File: config.mk
export PLATFORM = sky130hd
export DESIGN_NAME = instr_fetch_unit
export DESIGN_NICKNAME = d
export VERILOG_FILES = /design/src/rtl/instr_fetch_unit.sv
export SDC_FILE = /design/constraint.sdc
export NUM_CORES = 1
export LEC_CHECK = 0
export ABC_AREA = 0
export BUFFER_PORTS_ARGS = -buffer_cell sky130_fd_sc_hd__buf_2
export CAP_MARGIN = 20
export CORE_ASPECT_RATIO = 0.8
export CORE_MARGIN = 2
export CORE_UTILIZATION = 47
export CTS_BUF_LIST = sky130_fd_sc_hd__clkbuf_2 sky130_fd_sc_hd__clkbuf_4 sky130_fd_sc_hd__clkbuf_8
export DETAILED_ROUTE_END_ITERATION = 8
export GPL_ROUTABILITY_DRIVEN = 1
export GPL_TIMING_DRIVEN = 0
export PLACE_DENSITY = 0.83
export RECOVER_POWER = 25
export SYNTH_ARGS = -nofsm -noshare
export SYNTH_HDL_FRONTEND = slang
export SYNTH_SLANG_ARGS = --single-unit
File: constraint.sdc
create_clock -name CLK -period 2.6 [get_ports CLK]
set_clock_uncertainty 0.2 [all_clocks]
set_input_delay 0.26 -clock CLK [delete_from_list [all_inputs] [get_ports CLK]]
set_output_delay 0.26 -clock CLK [all_outputs]
set_load 0.02 [all_outputs]
File: src/rtl/instr_fetch_unit.sv
// Sequential LEGv8 instruction-fetch front end: PC register, request/response fetch FSM, retire counter.
// Optional misaligned-PC fault enabled by defining FETCH_ALIGN_CHECK_EN.
module instr_fetch_unit #(
    parameter logic [63:0] RESET_PC   = 64'h0,
    parameter logic [31:0] COUNT_INIT = 32'h0
) (
    input  logic        CLK,
    input  logic        resetl,
    input  logic [63:0] NextPC,
    input  logic        Advance,
    output logic [63:0] CurrentPC,
    output logic [31:0] Instruction,
    output logic        InstrValid,
    output logic        IMemReqValid,
    input  logic        IMemReqReady,
    output logic [63:0] IMemAddr,
    input  logic        IMemRespValid,
    input  logic [31:0] IMemRespData,
    output logic [31:0] FetchCount,
    output logic        FetchFault
);

    typedef enum logic [1:0] {
        REQ   = 2'd0,
        WAIT  = 2'd1,
        HOLD  = 2'd2,
        FAULT = 2'd3
    } fetchState_t;

    fetchState_t state;

    function automatic logic isMisaligned(input logic [63:0] pc);
        return pc[1:0] != 2'b00;
    endfunction

    function automatic fetchState_t retireTarget(input logic [63:0] pc);
`ifdef FETCH_ALIGN_CHECK_EN
        return isMisaligned(pc) ? FAULT : REQ;
`else
        return (isMisaligned(pc) && 1'b0) ? FAULT : REQ;
`endif
    endfunction

    always_ff @(posedge CLK or negedge resetl) begin
        if (!resetl) begin
            state       <= REQ;
            CurrentPC   <= RESET_PC;
            Instruction <= 32'h0;
            FetchCount  <= COUNT_INIT;
        end else begin
            case (state)
                REQ: begin
                    if (IMemReqReady)
                        state <= WAIT;
                end
                WAIT: begin
                    if (IMemRespValid) begin
                        Instruction <= IMemRespData;
                        state       <= HOLD;
                    end
                end
                HOLD: begin
                    // The retiring PC is loaded even when it faults, so the bad target is visible.
                    if (Advance) begin
                        CurrentPC  <= NextPC;
                        FetchCount <= FetchCount + 32'd1;
                        state      <= retireTarget(NextPC);
                    end
                end
                FAULT: state <= FAULT;
                default: state <= REQ;
            endcase
        end
    end

    assign IMemReqValid = (state == REQ);
    assign IMemAddr     = CurrentPC;
    assign InstrValid   = (state == HOLD);

`ifdef FETCH_ALIGN_CHECK_EN
    assign FetchFault = (state == FAULT);
`else
    assign FetchFault = 1'b0;
`endif

endmodule

# Word level (Yosys, flattened, before mapping)
# Cells that the tools add are included.
dict set report classes {
  addsub 1
  multipliers 0
  div 0
  n_lt_le_gt_ge 0
  n_eq_ne 6
  n_shift 0
  muxes 4
  bitwise_logic 0
  reduce_logical 4
}
# cell n
set ops {}
lappend ops {{adder 32 x 1 -> 32 bit (second input constant)} 1}
lappend ops {{one-hot mux 2 bit (4 select lines)} 1}
lappend ops {{2-to-1 mux 2 bit} 3}
lappend ops {{equality test 2 bit (second input constant)} 2}
lappend ops {{inequality test 2 bit (second input constant)} 2}
lappend ops {{AND reduction 2 bit} 2}
lappend ops {{AND reduction 3 bit} 1}
lappend ops {{equality test 2 x 1 -> 1 bit (second input constant)} 1}
lappend ops {{logical NOT 2 bit} 1}
lappend ops {{inequality test 2 x 1 -> 1 bit (second input constant)} 1}
dict set report word_totals {
  reg_bits 130
  latchBits 0
  ramBits 0
  mem_bits_ro 0
  in_bits 101
  wordCells 19
  memories 0
}

# Depth between registers and ports, before layout
dict set report logic_depth {
  ltp_word 3
  mapped_depth 8
}

# Worst setup path after synthesis
# No wires, ideal clock.
dict set report synth_timing {
  path_type {reg2reg}
  from {register state[0]}
  to {register CurrentPC[10]}
  setup_ps 128
  arrival_ps 1798
  required_time_ps 2272
  path_slack_ps 475
  path_stages_with_launch 8
  path_buffers 3
  period_less_slack_ps 2125
  cell_sequence {dfrtp_1 inv_1 ha_1 and2_1 clkbuf_1 buf_4 buf_2 mux2_1}
}
dict set report synth_between {
  elab_chain_cells 2
}
# item line_no
set synth_rtl {}
lappend synth_rtl {{start, declared} 30} ;# fetchState_t state;
lappend synth_rtl {{start signal, assigned} 67} ;# state <= retireTarget(NextPC);
lappend synth_rtl {{equality test 2 bit} n/a}
lappend synth_rtl {{named net InstrValid} 13} ;# output logic InstrValid,
lappend synth_rtl {{AND reduction 2 bit (no line)} n/a}
lappend synth_rtl {{end signal, assigned} 65} ;# CurrentPC <= NextPC;
lappend synth_rtl {{end, declared} 11} ;# output logic [63:0] CurrentPC,
# The timed path passes the listed nets, and every way through them passes these cells.
# A chain may end at the register's enable or synchronous reset.

# Worst setup path in the final report
dict set report layout_timing {
  from {register state[0]}
  to {register CurrentPC[15]}
}
dict set report layout_between {
  elab_chain_cells 2
}
# item line_no
set layout_rtl {}
lappend layout_rtl {{equality test 2 bit} 51} ;# case (state)
lappend layout_rtl {{AND reduction 2 bit (no line)} n/a}
# Every way passes these cells.

==> load_flow_metrics.sql <==
INSERT INTO impl_metrics (metric_group, metric, value, unit) VALUES
('grt', 'antenna_found_initial', '1', ''),
('power_and_ir_drop', 'seqPwrFrac', '32.8', '%'),
('logic_synthesis', 'post-synth-top-count-cell', 'sky130_fd_sc_hd__dfrtp_1', ''),
('worst_setup_path', 'worst-path-buf-inv', '4', ''),
('sta', 'timing.final.setup_violations', '0', ''),
('worst_setup_path', 'critPathArrivalTime', '2.49', 'ns'),
('clock_tree', 'tritoncts', 'built', ''),
('logic_synthesis', 'post_synth_num_cell_types', '33', ''),
('grt', 'met2_usage', '50.5', '%'),
('place', 'gp_congestion', '0.777', ''),
('grt', 'first_global_vias', '5262', ''),
('sta', 'min_period_over_period', '92.1', '%'),
('sta', 'max_slew.worst_pin.slew', '1.53', 'ns'),
('logic_synthesis', 'synth_fp_nets', '523', ''),
('final_layout', 'design.final.nets', '935', ''),
('grt', 'use_met1', '30.5', '%'),
('power_and_ir_drop', 'power_report.internal_total', '6270', 'uW'),
('power_and_ir_drop', 'total_leakage_power', '0.00458', 'uW'),
('logic_synthesis', 'synth-main-ff-cell', 'sky130_fd_sc_hd__dfrtp_1', ''),
('floorplan', 'start_util', '48.9', '%'),
('clock_tree', 'clock_path_buffers', '2', ''),
('power_and_ir_drop', 'pwr_density_cell', '1220', 'nW/um2'),
('floorplan', 'row_count', '35', ''),
('final_layout', 'post-route-cell-area', '8820', 'um2'),
('logic_synthesis', 'synth.ff_latch_count', '130', ''),
('final_layout', 'syn2layout_area_growth', '54.3', '%'),
('clock_tree', 'cts_buf_count', '17', ''),
('final_layout', 'multi_input_comb_area', '1890', 'um2'),
('run', 'maxcap_violations', '1', ''),
('sta', 'fmax', '0.418', 'GHz'),
('sta', 'finalHoldViolations', '0', ''),
('drt', 'num_vias', '4803', ''),
('sta', 'final-max-slew-violation-count', '60', ''),
('status', 'failing_checks', 'max-capacitance violations, max-slew violations', ''),
('worst_setup_path', 'critical-path-slowest-cell', 'sky130_fd_sc_hd__dfrtp_1', ''),
('grt', 'grt_pass1_wl', '27.7', 'mm'),
('logic_synthesis', 'ys_top_cells_by_count', '130 x sky130_fd_sc_hd__dfrtp_1, 69 x sky130_fd_sc_hd__mux2_2, 67 x sky130_fd_sc_hd__buf_4, 28 x sky130_fd_sc_hd__mux2_1, 18 x sky130_fd_sc_hd__xnor2_1', ''),
('place', 'dpl_cell_area', '7400', 'um2'),
('logic_synthesis', 'post-synth-top-area-fraction', '56.9', '%'),
('worst_setup_path', 'critical_setup_path_class', 'register to register', ''),
('drt', 'finalWirelength', '17.4', 'mm'),
('power_and_ir_drop', 'netSwitchingPower', '4450', 'uW'),
('worst_setup_path', 'cpLargestDelayFamily', 'buffers and inverters', ''),
('drt', 'drt_pre_antenna_iters', '4', ''),
('floorplan', 'boundaryPins', '296', ''),
('clock_tree', 'clock_tree.root_cell', 'sky130_fd_sc_hd__clkbuf_8', ''),
('floorplan', 'dieArea', '13100', 'um2'),
('final_layout', 'stdcell_count', '991', ''),
('sta', 'grt_setup_unrepaired', 'no', ''),
('logic_synthesis', 'syn-instance-count', '417', ''),
('logic_synthesis', 'post_synth_main_area_contributors', 'sky130_fd_sc_hd__dfrtp_1 57%, sky130_fd_sc_hd__mux2_2 14%, sky130_fd_sc_hd__buf_4 8.8%', ''),
('logic_synthesis', 'yosysSeqAreaShare', '56.9', '%'),
('final_layout', 'final_layout_size_suffix_gt1_share', '56.8', '%'),
('clock_tree', 'clk_transition_reported_paths', '0.07', 'ns'),
('hold_path', 'hold_class', 'primary input to register', ''),
('clock_tree', 'cts_max_level', '4', ''),
('grt', 'groute.layer.met3.usage', '7.99', '%'),
('grt', 'gr-usage-all-layers', '27.7', '%'),
('drt', 'ant_nets', '0', ''),
('clock_tree', 'numClockSinks', '130', ''),
('logic_synthesis', 'synthArstFlopShare', '100', '%'),
('worst_setup_path', 'critical-path-max-stage-delay', '0.41', 'ns'),
('place', 'place_ws', '0.235', 'ns'),
('sta', 'timing.final.crit_period', '2.39', 'ns'),
('status', 'result_of_the_run', 'finished with violations', ''),
('worst_setup_path', 'worstPathCellList', 'inv_1 > ha_1 > and2_1 > clkbuf_1 > buf_4 > buf_2 > mux2_1', ''),
('power_and_ir_drop', 'pwr-share-clk', '17.6', '%'),
('sta', 'timing.max_slew.rel_slack', '-2.16', '%'),
('floorplan', 'chipWidth', '127', 'um'),
('final_layout', 'utilization', '75.4', '%'),
('drt', 'initialDrtViolationCount', '213', '');
worst min-delay path, stage by stage:
cell,delay (ns)
sky130_fd_sc_hd__buf_2,0.10
sky130_fd_sc_hd__inv_1,0.04
sky130_fd_sc_hd__a21oi_1,0.09
sky130_fd_sc_hd__mux2i_1,0.12
registers in the layout, summed over array words and instances (netlist names):
signal / count
Instruction: 32
FetchCount: 32
CurrentPC: 64
state: 2
cells by family (layout without fill, tap and decap cells):
group	Yosys count	in the layout	synth area share [%]
compound gates	3	3	0.350
xor+xnor	31	31	4.75
fa+ha+maj	5	5	1.10
buf+inv	82	507	9.90
flops	130	130	56.9
mux	98	98	19.3
other cells	1	2	0.0656
simple gates	67	67	7.60
metrics by stage:
stage,hold WS (ns),setup TNS [ns],power [uW]
2_1_floorplan,-0.236,0,6820
3_3_place_gp,0.258,-69.71,8460
3_5_place_dp,0.0653,0,8620
4_1_cts,0.00716,0,10600
5_1_grt,0.0407,0,11300
6_report,0.0475,0,10700
final cells by class:
type	instances	area share [%]
clock buffer	19	2.82
inverter	6	0.255
antenna	1	0.0284
buffer	76	6.19
clock inverter	13	2.10
sequential	130	36.9
multi-input combinational	205	21.5
tap	148	2.10
timing repair buffer	393	28.1
timing repair:
action                                  in CTS  in global routing
setup buffers                                0                  0
resized for setup                            0                  1
hold buffers                                98                  0
endpoints found under the setup margin       0                  3
hold endpoints to repair                   156                  0
worst paths after layout:
| kind | from | to | slack [ns] | cells after the start |
|---|---|---|---|---|
| max in group asynchronous | resetl | Instruction[31] | 0.61 | 3 |
| min in group asynchronous | resetl | CurrentPC[8] | 0.56 | 2 |
| hold / removal | IMemReqReady | state[0] | 0.05 | 4 |
| setup reg to reg | state[0] | CurrentPC[15] | 0.21 | 7 |
| hold reg to reg | FetchCount[31] | FetchCount[31] | 0.27 | 1 |
| setup / recovery | state[0] | CurrentPC[15] | 0.21 | 7 |
power by group through the flow:
stage,Sequential (uW),Combinational [uW],Clock (uW)
3_5_place_dp,3490,5130,0
5_1_grt,3620,5640,2020
4_1_cts,3460,5250,1910
3_3_place_gp,3420,5030,0
2_1_floorplan,4350,2460,0
6_report,3510,5330,1880
metal layers:
| metal | vias to the layer above | routed length (um) |
|---|---|---|
| met5 | - | 0 |
| met4 | 0 | 541 |
| met3 | 47 | 1180 |
| met2 | 228 | 9130 |
| met1 | 2327 | 6550 |
| li1 | 2201 | - |
layout by cell type, fill, tap and decap left out, drive strengths merged:
| master | instances |
|---|---|
| buf | 368 |
| dfrtp | 130 |
| dlygate4sd3 | 98 |
| mux2 | 97 |
| clkbuf | 22 |
| xnor2 | 18 |
| nand2 | 17 |
| xor2 | 13 |
| nand4 | 12 |
| inv | 7 |
| nand3 | 7 |
| nor3 | 6 |
| and4 | 6 |
| nor2 | 6 |
| clkinv | 6 |
| ha | 5 |
| nor4 | 5 |
| bufinv | 4 |
| and2 | 3 |
| and3 | 3 |
| clkinvlp | 2 |
| diode | 1 |
| nand4b | 1 |
| nand2b | 1 |
| o22ai | 1 |
| a21oi | 1 |
| mux2i | 1 |
| o32ai | 1 |
| conb | 1 |
(Power assumes the default switching activity.)
